<file path="config.mk">
export PLATFORM = sky130hd
export DESIGN_NAME = alu_result_bcd
export DESIGN_NICKNAME = d
export VERILOG_FILES = /design/src/rtl/alu_result_bcd_pkg.sv /design/src/rtl/alu_result_bcd_seven_seg_decoder.sv /design/src/rtl/alu_result_bcd.sv
export SDC_FILE = /design/constraint.sdc
export NUM_CORES = 1
export LEC_CHECK = 0
export BUFFER_PORTS_ARGS = -buffer_cell sky130_fd_sc_hd__buf_2
export CAP_MARGIN = 20
export CORE_ASPECT_RATIO = 1.2
export CORE_MARGIN = 1.5
export CORE_UTILIZATION = 25
export CTS_CLUSTER_SIZE = 28
export DETAILED_ROUTE_END_ITERATION = 8
export PLACE_DENSITY = 0.48
export SYNTH_ARGS = -nofsm -noshare
export SYNTH_HDL_FRONTEND = slang
export SYNTH_SLANG_ARGS = --single-unit
</file>
<file path="constraint.sdc">
create_clock -name clk -period 2.05 [get_ports clk]
set_input_delay 0.205 -clock clk [delete_from_list [all_inputs] [get_ports clk]]
set_output_delay 0.205 -clock clk [all_outputs]
set_load 0.01 [all_outputs]
</file>
<file path="src/rtl/alu_result_bcd_pkg.sv">
// Shared constants for the ALU result BCD display block: FSM encodings and
// the active-low seven-segment code table.
package alu_result_bcd_pkg;

    localparam logic [1:0] ST_IDLE  = 2'd0;
    localparam logic [1:0] ST_SHIFT = 2'd1;
    localparam logic [1:0] ST_DONE  = 2'd2;

    localparam logic [6:0] SEG_BLANK = 7'h7F;

    // Indexed by BCD code; entries 10..15 are not valid digits and show blank.
    localparam logic [15:0][6:0] SEG_TABLE = {
        SEG_BLANK, SEG_BLANK, SEG_BLANK, SEG_BLANK, SEG_BLANK, SEG_BLANK,
        7'h10, 7'h00, 7'h78, 7'h02, 7'h12,
        7'h19, 7'h30, 7'h24, 7'h79, 7'h40
    };

endpackage

</file>
<file path="src/rtl/alu_result_bcd_seven_seg_decoder.sv">
// Combinational BCD digit to active-low {g,f,e,d,c,b,a} segment decoder
// with a forced-blank input used for leading-zero suppression.
module seven_seg_decoder
    import alu_result_bcd_pkg::*;
(
    input  logic [3:0] digit,
    input  logic       blank,
    output logic [6:0] seg
);

    always_comb begin
        seg = blank ? SEG_BLANK : SEG_TABLE[digit];
    end

endmodule

</file>
<file path="src/rtl/alu_result_bcd.sv">
// Accepts an ALU result, converts it to BCD with a one-bit-per-clock
// double-dabble engine and holds registered seven-segment patterns.
// Optional build macro: SIGNED_DISPLAY_EN (two's complement input, sign on neg).
module alu_result_bcd
    import alu_result_bcd_pkg::*;
#(
    parameter int WIDTH  = 8,
    parameter int DIGITS = 3
) (
    input  logic                  clk,
    input  logic                  rst,
    input  logic [WIDTH-1:0]      in_data,
    input  logic                  in_valid,
    output logic                  in_ready,
    output logic [4*DIGITS-1:0]   bcd,
    output logic [7*DIGITS-1:0]   seg,
    output logic                  neg,
    output logic                  out_valid,
    input  logic                  out_ready
);

    localparam int CW = $clog2(WIDTH + 1);
    localparam int BW = 4 * DIGITS;

    logic [1:0]          state;
    logic [CW-1:0]       count;
    logic [WIDTH-1:0]    bin_q;
    logic [BW-1:0]       scratch_q;
    logic [BW-1:0]       adj;
    logic [BW-1:0]       scratch_n;
    logic [WIDTH-1:0]    bin_n;
    logic [DIGITS-1:0]   blank;
    logic [7*DIGITS-1:0] seg_n;
    logic                seen_nonzero;
    logic [BW-1:0]       bcd_q;
    logic [7*DIGITS-1:0] seg_q;

    // Held low while rst is asserted so no transfer can be accepted during reset.
    assign in_ready  = (state == ST_IDLE) && !rst;
    assign out_valid = (state == ST_DONE);
    assign bcd       = bcd_q;
    assign seg       = seg_q;

    // One double-dabble step: correct nibbles >= 5, then shift the pair left.
    always_comb begin
        // NOTE: every always_comb output gets a default before any branch, so no latch is inferred.
        adj = scratch_q;
        for (int i = 0; i < DIGITS; i++) begin
            if (scratch_q[4*i +: 4] >= 4'd5)
                adj[4*i +: 4] = scratch_q[4*i +: 4] + 4'd3;
        end
        {scratch_n, bin_n} = {adj, bin_q} << 1;
    end

    // Blank every digit above the most significant nonzero one; units always shown.
    always_comb begin
        seen_nonzero = 1'b0;
        blank        = '0;
        for (int i = DIGITS - 1; i >= 0; i--) begin
            if (scratch_n[4*i +: 4] != 4'd0)
                seen_nonzero = 1'b1;
            blank[i] = !seen_nonzero && (i != 0);
        end
    end

    for (genvar g = 0; g < DIGITS; g++) begin : g_dec
        seven_seg_decoder u_dec (
            .digit (scratch_n[4*g +: 4]),
            .blank (blank[g]),
            .seg   (seg_n[7*g +: 7])
        );
    end

`ifdef SIGNED_DISPLAY_EN
    logic neg_pend;
    logic neg_q;
    assign neg = neg_q;
`else
    assign neg = 1'b0;
`endif

    // NOTE: sequential state uses non-blocking assignments so all registers update from pre-edge values.
    always_ff @(posedge clk) begin
        if (rst) begin
            state     <= ST_IDLE;
            count     <= '0;
            bin_q     <= '0;
            scratch_q <= '0;
            bcd_q     <= '0;
            seg_q     <= {(7*DIGITS){1'b1}};
`ifdef SIGNED_DISPLAY_EN
            neg_pend  <= 1'b0;
            neg_q     <= 1'b0;
`endif
        end else begin
            case (state)
                ST_IDLE: begin
                    if (in_valid && in_ready) begin
`ifdef SIGNED_DISPLAY_EN
                        bin_q    <= in_data[WIDTH-1] ? -in_data : in_data;
                        neg_pend <= in_data[WIDTH-1];
`else
                        bin_q    <= in_data;
`endif
                        scratch_q <= '0;
                        count     <= '0;
                        state     <= ST_SHIFT;
                    end
                end
                ST_SHIFT: begin
                    scratch_q <= scratch_n;
                    bin_q     <= bin_n;
                    count     <= count + CW'(1);
                    if (count == CW'(WIDTH - 1)) begin
                        state <= ST_DONE;
                        bcd_q <= scratch_n;
                        seg_q <= seg_n;
`ifdef SIGNED_DISPLAY_EN
                        neg_q <= neg_pend;
`endif
                    end
                end
                ST_DONE: begin
                    if (out_ready)
                        state <= ST_IDLE;
                end
                default: state <= ST_IDLE;
            endcase
        end
    end

endmodule
</file>
==> key figures, run 1 <==
Synthesis
  – Synth top area cells: dfxtp_1 (39%), ha_1 (6.9%), nor2_1 (6.5%)
  – Cells after Synth: 380
  – Synth top area share: 38.5%
  – Area leader, netlist: dfxtp_1
  – Synth Net Count: about 410
  – Ys Warns: 0
  – Synth Register Bits: 59
  – Top post-synthesis cells by count: dfxtp_1 (59), nor2_1 (53), nand2_1 (52), a21oi_1 (23), ha_1 (17)
  – Syn_area_per_cell: ~8.1 sq um
  – Netlist cell types: 56
  – Most used DFF post-synth: dfxtp_1
  – Count leader, synth: dfxtp_1
  – Sequential share of the synthesized area: 38.5%
  – Post-synthesis async set-or-reset flop share: 0%
  – Synthesized cell area: between 0.003 and 0.004 sq mm
  – Post-synth EDFFs: 0

CTS
  – CTS Buf Count: 9
  – Reg clk slew, reported paths: roughly 50 ps
  – CTS tree: built
  – Worst-Skew Late Latency: approximately 330 ps
  – Htree depth: 3
  – Hold-fix buffers at CTS: 0
  – Root Driver: clkbuf_16
  – Sink Count: roughly 60
  – Clock buffer depth: 2

Power and ir drop
  – LEAKAGE: 1.73 nW
  – Power density cells: a little over 600 mW/mm^2
  – Max VDD drop: roughly 0.34 mV

Setup path
  – Crit path max fanout: 5
  – CP endpoint kind: flip-flop
  – Slowest-stage cell, CP: dfxtp_2
  – CP Buf/Inv Count: 2
  – Crit-path leading delay family: compound AO/OA/AOI/OAI gates
  – Crit path DAT: ~2300 ps
  – Largest stage delay, worst path: between 300 and 400 ps
  – Critical path class: reg2reg
  – WP data required: around 2300 ps
  – Startpoint types: flip-flop
  – Worst path cell trace: inv_2 -> ha_2 -> nand2b_4 -> a21oi_4 -> xnor2_4 -> inv_2 -> ha_4 -> nand2_2 -> a211oi_4 -> o32a_1 -> o32a_1

Timing
  – Slew Limit Fails: 0
  – Hold_ws: between 100 and 150 ps
  – Setup ws final: -16.7 ps
  – Worst Clk Skew: between 4 and 5 ps
  – Final setup violation count: 1
  – RSZ-0062 raised after global routing: yes
  – Final hold vios: 0
  – Crit path time final: between 2000 and 2500 ps
  – Max Freq: between 400 and 500 MHz
  – Setup TNS Final: -16.7 ps
  – Tcrit/Tclk final: 101%

Floorplan
  – Core box area: approximately 0.012 sq mm
  – Die W: between 100 and 150 um
  – IO Pins: 48
  – Die height: around 120 um
  – Starting density of the core: 25.4%
  – Core Rows: 44
  – Area of the die: approximately 0.013 sq mm

GRT
  – First-pass GRT wire length: between 10000 and 15000 um
  – Tot GR Track Use: between 10 and 15%
  – GR Overflow Total: 0
  – Vias in the first global route: 2994
  – Largest net degree at the start of global routing: between 40 and 50
  – Initial antenna violation count: 0

Route
  – Vias per cell: around 4.8
  – Final wirelength: approximately 8800 um
  – Routed wire per std cell: around 14 um
  – DRT antenna net count: 0
  – DR iter-0 viols: approximately 150
  – DRT Pass-1 Iters: 4
  – DRC: 0
  – Vias: just over 3000

Placement
  – Placed cell count: between 600 and 700
  – Port buffer count: 46
  – Pre-CTS setup slack: -155 ps
  – GPL Wtd Cong: around 0.83
  – HPWL Detailed: 6230 um

Layout
  – Fill count: 1258
  – Non-Filler Instances: about 630
  – Register area: between 0.001 and 0.0015 sq mm
  – Fraction of final layout cells sized beyond drive strength 1: between 30 and 40%
  – Multi-input logic area: slightly below 0.002 sq mm
  – Antenna Cells: 0
  – Area Growth Syn to Fin: 42.1%
  – Final net count: roughly 500

Job
  – Max-Cap Viols: 0

Worst hold path
  – HP Class: in2reg

Run status
  – Violated checks: negative setup slack
  – Status: finished, violations left
-- report_power, final --
part / internal (mW) / total [mW] / switching (mW)
sequential: 1.17 / 1.18 / 0.0165
clock: 0.880 / 1.39 / 0.510
combinational: 0.0538 / 0.146 / 0.0919
total: 2.10 / 2.72 / 0.618
-- metal layers --
| metal | routed length [um] | track usage (%) | vias to the layer above | share of wire, % |
|---|---|---|---|---|
| li1 | - | - | 1522 | - |
| met1 | 4210 | 18.2 | 1446 | 48 |
| met2 | 4210 | 23.4 | 50 | 48 |
| met3 | 256 | 2.46 | 11 | 2.9 |
| met4 | 121 | 6.05 | 0 | 1.4 |
| met5 | 0 | 0 | - | 0 |
-- flip-flops by register name (all words and copies together) (netlist names) --
signal and flops:
bcd 12, bin_q 8, count 4, scratch_q 12, seg 21, state 2
-- worst paths after layout --
kind                                                start                    end  slack (ps)  depth (start not counted)
worst max-delay path            scratch_q[5]$_SDFFE_PP0P_   seg[10]$_SDFFE_PP1P_         -20                         11
worst max register to register  scratch_q[5]$_SDFFE_PP0P_   seg[10]$_SDFFE_PP1P_         -20                         11
worst min register to register        bcd[5]$_SDFFE_PP0P_    bcd[5]$_SDFFE_PP0P_         450                          2
worst min-delay path                           in_data[2]  bin_q[2]$_SDFFE_PP0P_         140                          3
-- worst min-delay path, cell delays in order --
cell and delay, ps:
buf_2 90, nand2_1 40, a311oi_1 70
-- cell usage in the layout, fill, tap and decap left out, types with 3 or more instances in the layout --
cell type / Yosys / final
nor2_1: 53 / 49
o32a_1: 6 / 6
inv_1: 14 / 8
o22ai_1: 3 / 3
ha_4: 0 / 5
a22oi_1: 13 / 13
a311oi_1: 8 / 8
o211ai_1: 7 / 7
a211oi_1: 6 / 3
buf_2: 10 / 46
nand2_1: 52 / 51
or2_1: 4 / 4
dfxtp_1: 59 / 53
clkbuf_1: 12 / 3
o21ai_2: 0 / 3
a211oi_4: 0 / 3
nor2_2: 0 / 4
nor3b_1: 3 / 3
inv_2: 0 / 4
dfxtp_2: 0 / 4
o21ai_1: 6 / 6
o21ai_0: 11 / 8
a21o_1: 3 / 3
a21oi_1: 23 / 20
buf_4: 1 / 56
clkbuf_16: 0 / 9
nand3_1: 9 / 9
nor3_1: 8 / 5
nand2b_1: 7 / 5
ha_1: 17 / 10
-- cell families (layout without fill, tap and decap cells) --
group           count (synthesis)  count (layout)  share of synthesized area, %
compound gates                105             105                          24.8
buf+inv                        41             133                          5.79
flops                          59              59                          38.5
xor+xnor                        2               2                         0.571
other cells                     1               1                         0.122
fa+ha+maj                      18              18                          7.26
simple gates                  154             154                          22.9
-- metrics by stage --
| stage | total power, mW | instance area [sq um] | utilization (%) |
|---|---|---|---|
| global placement | 1.35 | 3780 | 31.4 |
| global route | 2.84 | 4360 | 36.2 |
| floorplan | 1.30 | 3110 | - |
| CTS | 2.76 | 4240 | 35.1 |
| detailed placement | 1.35 | 3780 | 31.4 |
| finish | 2.72 | 4360 | 36.2 |
-- area by class of cell --
type | instances | area share (%)
Inverter | 14 | 1.32
Sequential cell | 59 | 27.4
Multi-Input combinational cell | 280 | 45.0
Tap cell | 161 | 4.62
Timing Repair Buffer | 103 | 15.4
Clock buffer | 14 | 6.06
Clock inverter | 2 | 0.230
-- timing repair --
item | 4_1_cts | 5_1_grt
pin swaps | 17 | 14
resized for setup | 27 | 22
setup endpoints to repair | 14 | 16
setup buffers | 9 | 1
(Power assumes the default switching activity.)
==> run 2: changes to the inputs <==
--- a/config.mk
+++ b/config.mk
@@ -13,6 +13,7 @@
 export CTS_CLUSTER_SIZE = 28
 export DETAILED_ROUTE_END_ITERATION = 8
 export PLACE_DENSITY = 0.48
+export REMOVE_ABC_BUFFERS = 1
 export SYNTH_ARGS = -nofsm -noshare
 export SYNTH_HDL_FRONTEND = slang
 export SYNTH_SLANG_ARGS = --single-unit
==> key figures, run 2 (same netlist as run 1, synthesis figures left out) <==
Worst hold path
  – HP Class: in2reg
  – Worst hold stages: 2

Layout
  – Final net count: 507
  – Design Area, Final: 0.00438 sq mm
  – Max reg flops: 21
  – Antenna Cells: 0
  – Commonest cells after routing, fill and taps aside: buf_4 (66), dfxtp_1 (53), nand2_1 (51), nor2_1 (49), buf_2 (46)
  – Commonest non-fill, non-tap cell in the layout: buf_4
  – Fill count: between 1000 and 1500
  – Area Growth Syn to Fin: 42.8%
  – Fraction of final layout cells sized beyond drive strength 1: between 30% and 40%

CTS
  – CTS Buf Count: 9
  – Reg clk slew, reported paths: approximately 50 ps
  – Sink Count: 59
  – Root Driver: clkbuf_16
  – Htree depth: 3
  – Hold-fix buffers at CTS: 0
  – Worst-Skew Late Latency: between 300 and 400 ps
  – CTS tree: built
  – Clock buffer depth: 2

Floorplan
  – Die height: 124 um
  – Area of the die: about 0.013 sq mm
  – IO Pins: 48
  – Starting density of the core: 25.4%
  – Core box area: 0.0121 sq mm
  – Die W: between 100 and 150 um
  – Core Rows: 44

Power and ir drop
  – Final Total Pwr: 2.83 mW
  – Max VDD drop: ~0.34 mV
  – Clock share of power: a little over half
  – Power density cells: about 650 mW/mm^2
  – Comb power frac: ~5.2%
  – Switching share of power: between 20 and 25%
  – LEAKAGE: 1.78 nW
  – Switching power: around 0.64 mW
  – Share of power burned in registers: approximately two fifths
  – Power Internal: between 2 and 2.5 mW

Timing
  – Worst Clk Skew: 4.20 ps
  – Final setup violation count: 11
  – Slew HR: between 60% and 70%
  – Slew Limit Fails: 0
  – Crit path time final: between 2000 and 2500 ps
  – Max Freq: around 470 MHz
  – Setup ws final: -59.4 ps
  – Measured slew at the worst slew-check pin: 513 ps
  – RSZ-0062 raised after global routing: yes
  – Tcrit/Tclk final: 103%
  – Hold_ws: 103 ps
  – Final hold vios: 0

Run status
  – Status: finished, violations left
  – Violated checks: negative setup slack

Setup path
  – CP endpoint kind: flip-flop
  – Reg2Reg Depth: 9
  – Startpoint types: flip-flop
  – WP data required: around 2300 ps
  – Critical path class: reg2reg
  – Crit path max fanout: 5
  – Crit path DAT: between 2000 and 2500 ps

Route
  – DRT Pass-1 Iters: 4
  – DR iter-0 viols: ~120
  – Routed wire per std cell: around 13 um
  – DRT antenna net count: 0
  – Vias: about 3000
  – Final wirelength: about 8600 um
  – Vias per cell: roughly 4.7
  – DRC: 0

GRT
  – Vias in the first global route: between 3000 and 4000
  – Largest net degree at the start of global routing: 33
  – Initial antenna violation count: 0
  – Tot GR Track Use: 14.0%
  – GR Overflow Total: 0
  – First-pass GRT wire length: ~15000 um

Placement
  – Port buffer count: 46
  – GPL Wtd Cong: approximately 0.86
  – HPWL Detailed: about 6200 um
  – Placed Area: 0.00384 sq mm
  – Pre-CTS setup slack: -309 ps

Job
  – Max-Cap Viols: 0
-- run 2: power by group through the flow --
stage / sequential [mW] / combinational (mW) / clock (mW)
detailed placement: 1.21 / 0.148 / 0
CTS: 1.18 / 0.149 / 1.53
global placement: 1.21 / 0.145 / 0
floorplan: 1.20 / 0.0771 / 0
finish: 1.18 / 0.147 / 1.50
global route: 1.19 / 0.165 / 1.59
-- run 2: critical path: stages, from the launching register on --
cell and delay (ps):
dfxtp_2 350, inv_1 50, ha_2 210, and2b_4 180, buf_4 140, o21a_4 210, buf_4 160, a211oi_4 280
o32a_1 310, o32a_1 160
-- run 2: worst paths after layout --
check / startpoint / to / slack, ps
max: scratch_q[4]$_SDFFE_PP0P_ / seg[7]$_SDFFE_PP1P_ / -60
min: rst / bcd[5]$_SDFFE_PP0P_ / 100
min reg2reg: bcd[6]$_SDFFE_PP0P_ / bcd[6]$_SDFFE_PP0P_ / 450
max reg2reg: scratch_q[4]$_SDFFE_PP0P_ / seg[7]$_SDFFE_PP1P_ / -60
-- run 2: final cells by class --
type                            instances  area [sq um]  area share, %
Inverter                               14          52.6           1.20
Clock inverter                          5          52.6           1.20
Clock buffer                           11           243           5.54
Sequential cell                        59          1190           27.2
Multi-Input combinational cell        280          1890           43.2
Tap cell                              161           201           4.60
Timing Repair Buffer                  114           748           17.1
-- run 2: repair_timing --
| item | in CTS | in global routing |
|---|---|---|
| setup buffers | 5 | 1 |
| setup endpoints to repair | 14 | 20 |
| pin swaps | 22 | 16 |
| resized for setup | 34 | 16 |
-- run 2: stage by stage --
step / util (%) / cells / setup TNS (ps)
after CTS: 35.7 / 643 / -908
after detailed placement: 31.9 / 622 / -3460
after global placement: 31.9 / 622 / -2580
final: 36.3 / 644 / -472
after global routing: 36.3 / 644 / -2380
after floorplan: - / 353 / -2880
-- run 2: routing by layer --
layer	track usage, %	up-vias	wire length (um)
met1	16.8	1417	3860
met5	0	-	0
li1	-	1545	-
met3	2.77	14	257
met4	6.54	0	192
met2	23.8	50	4260
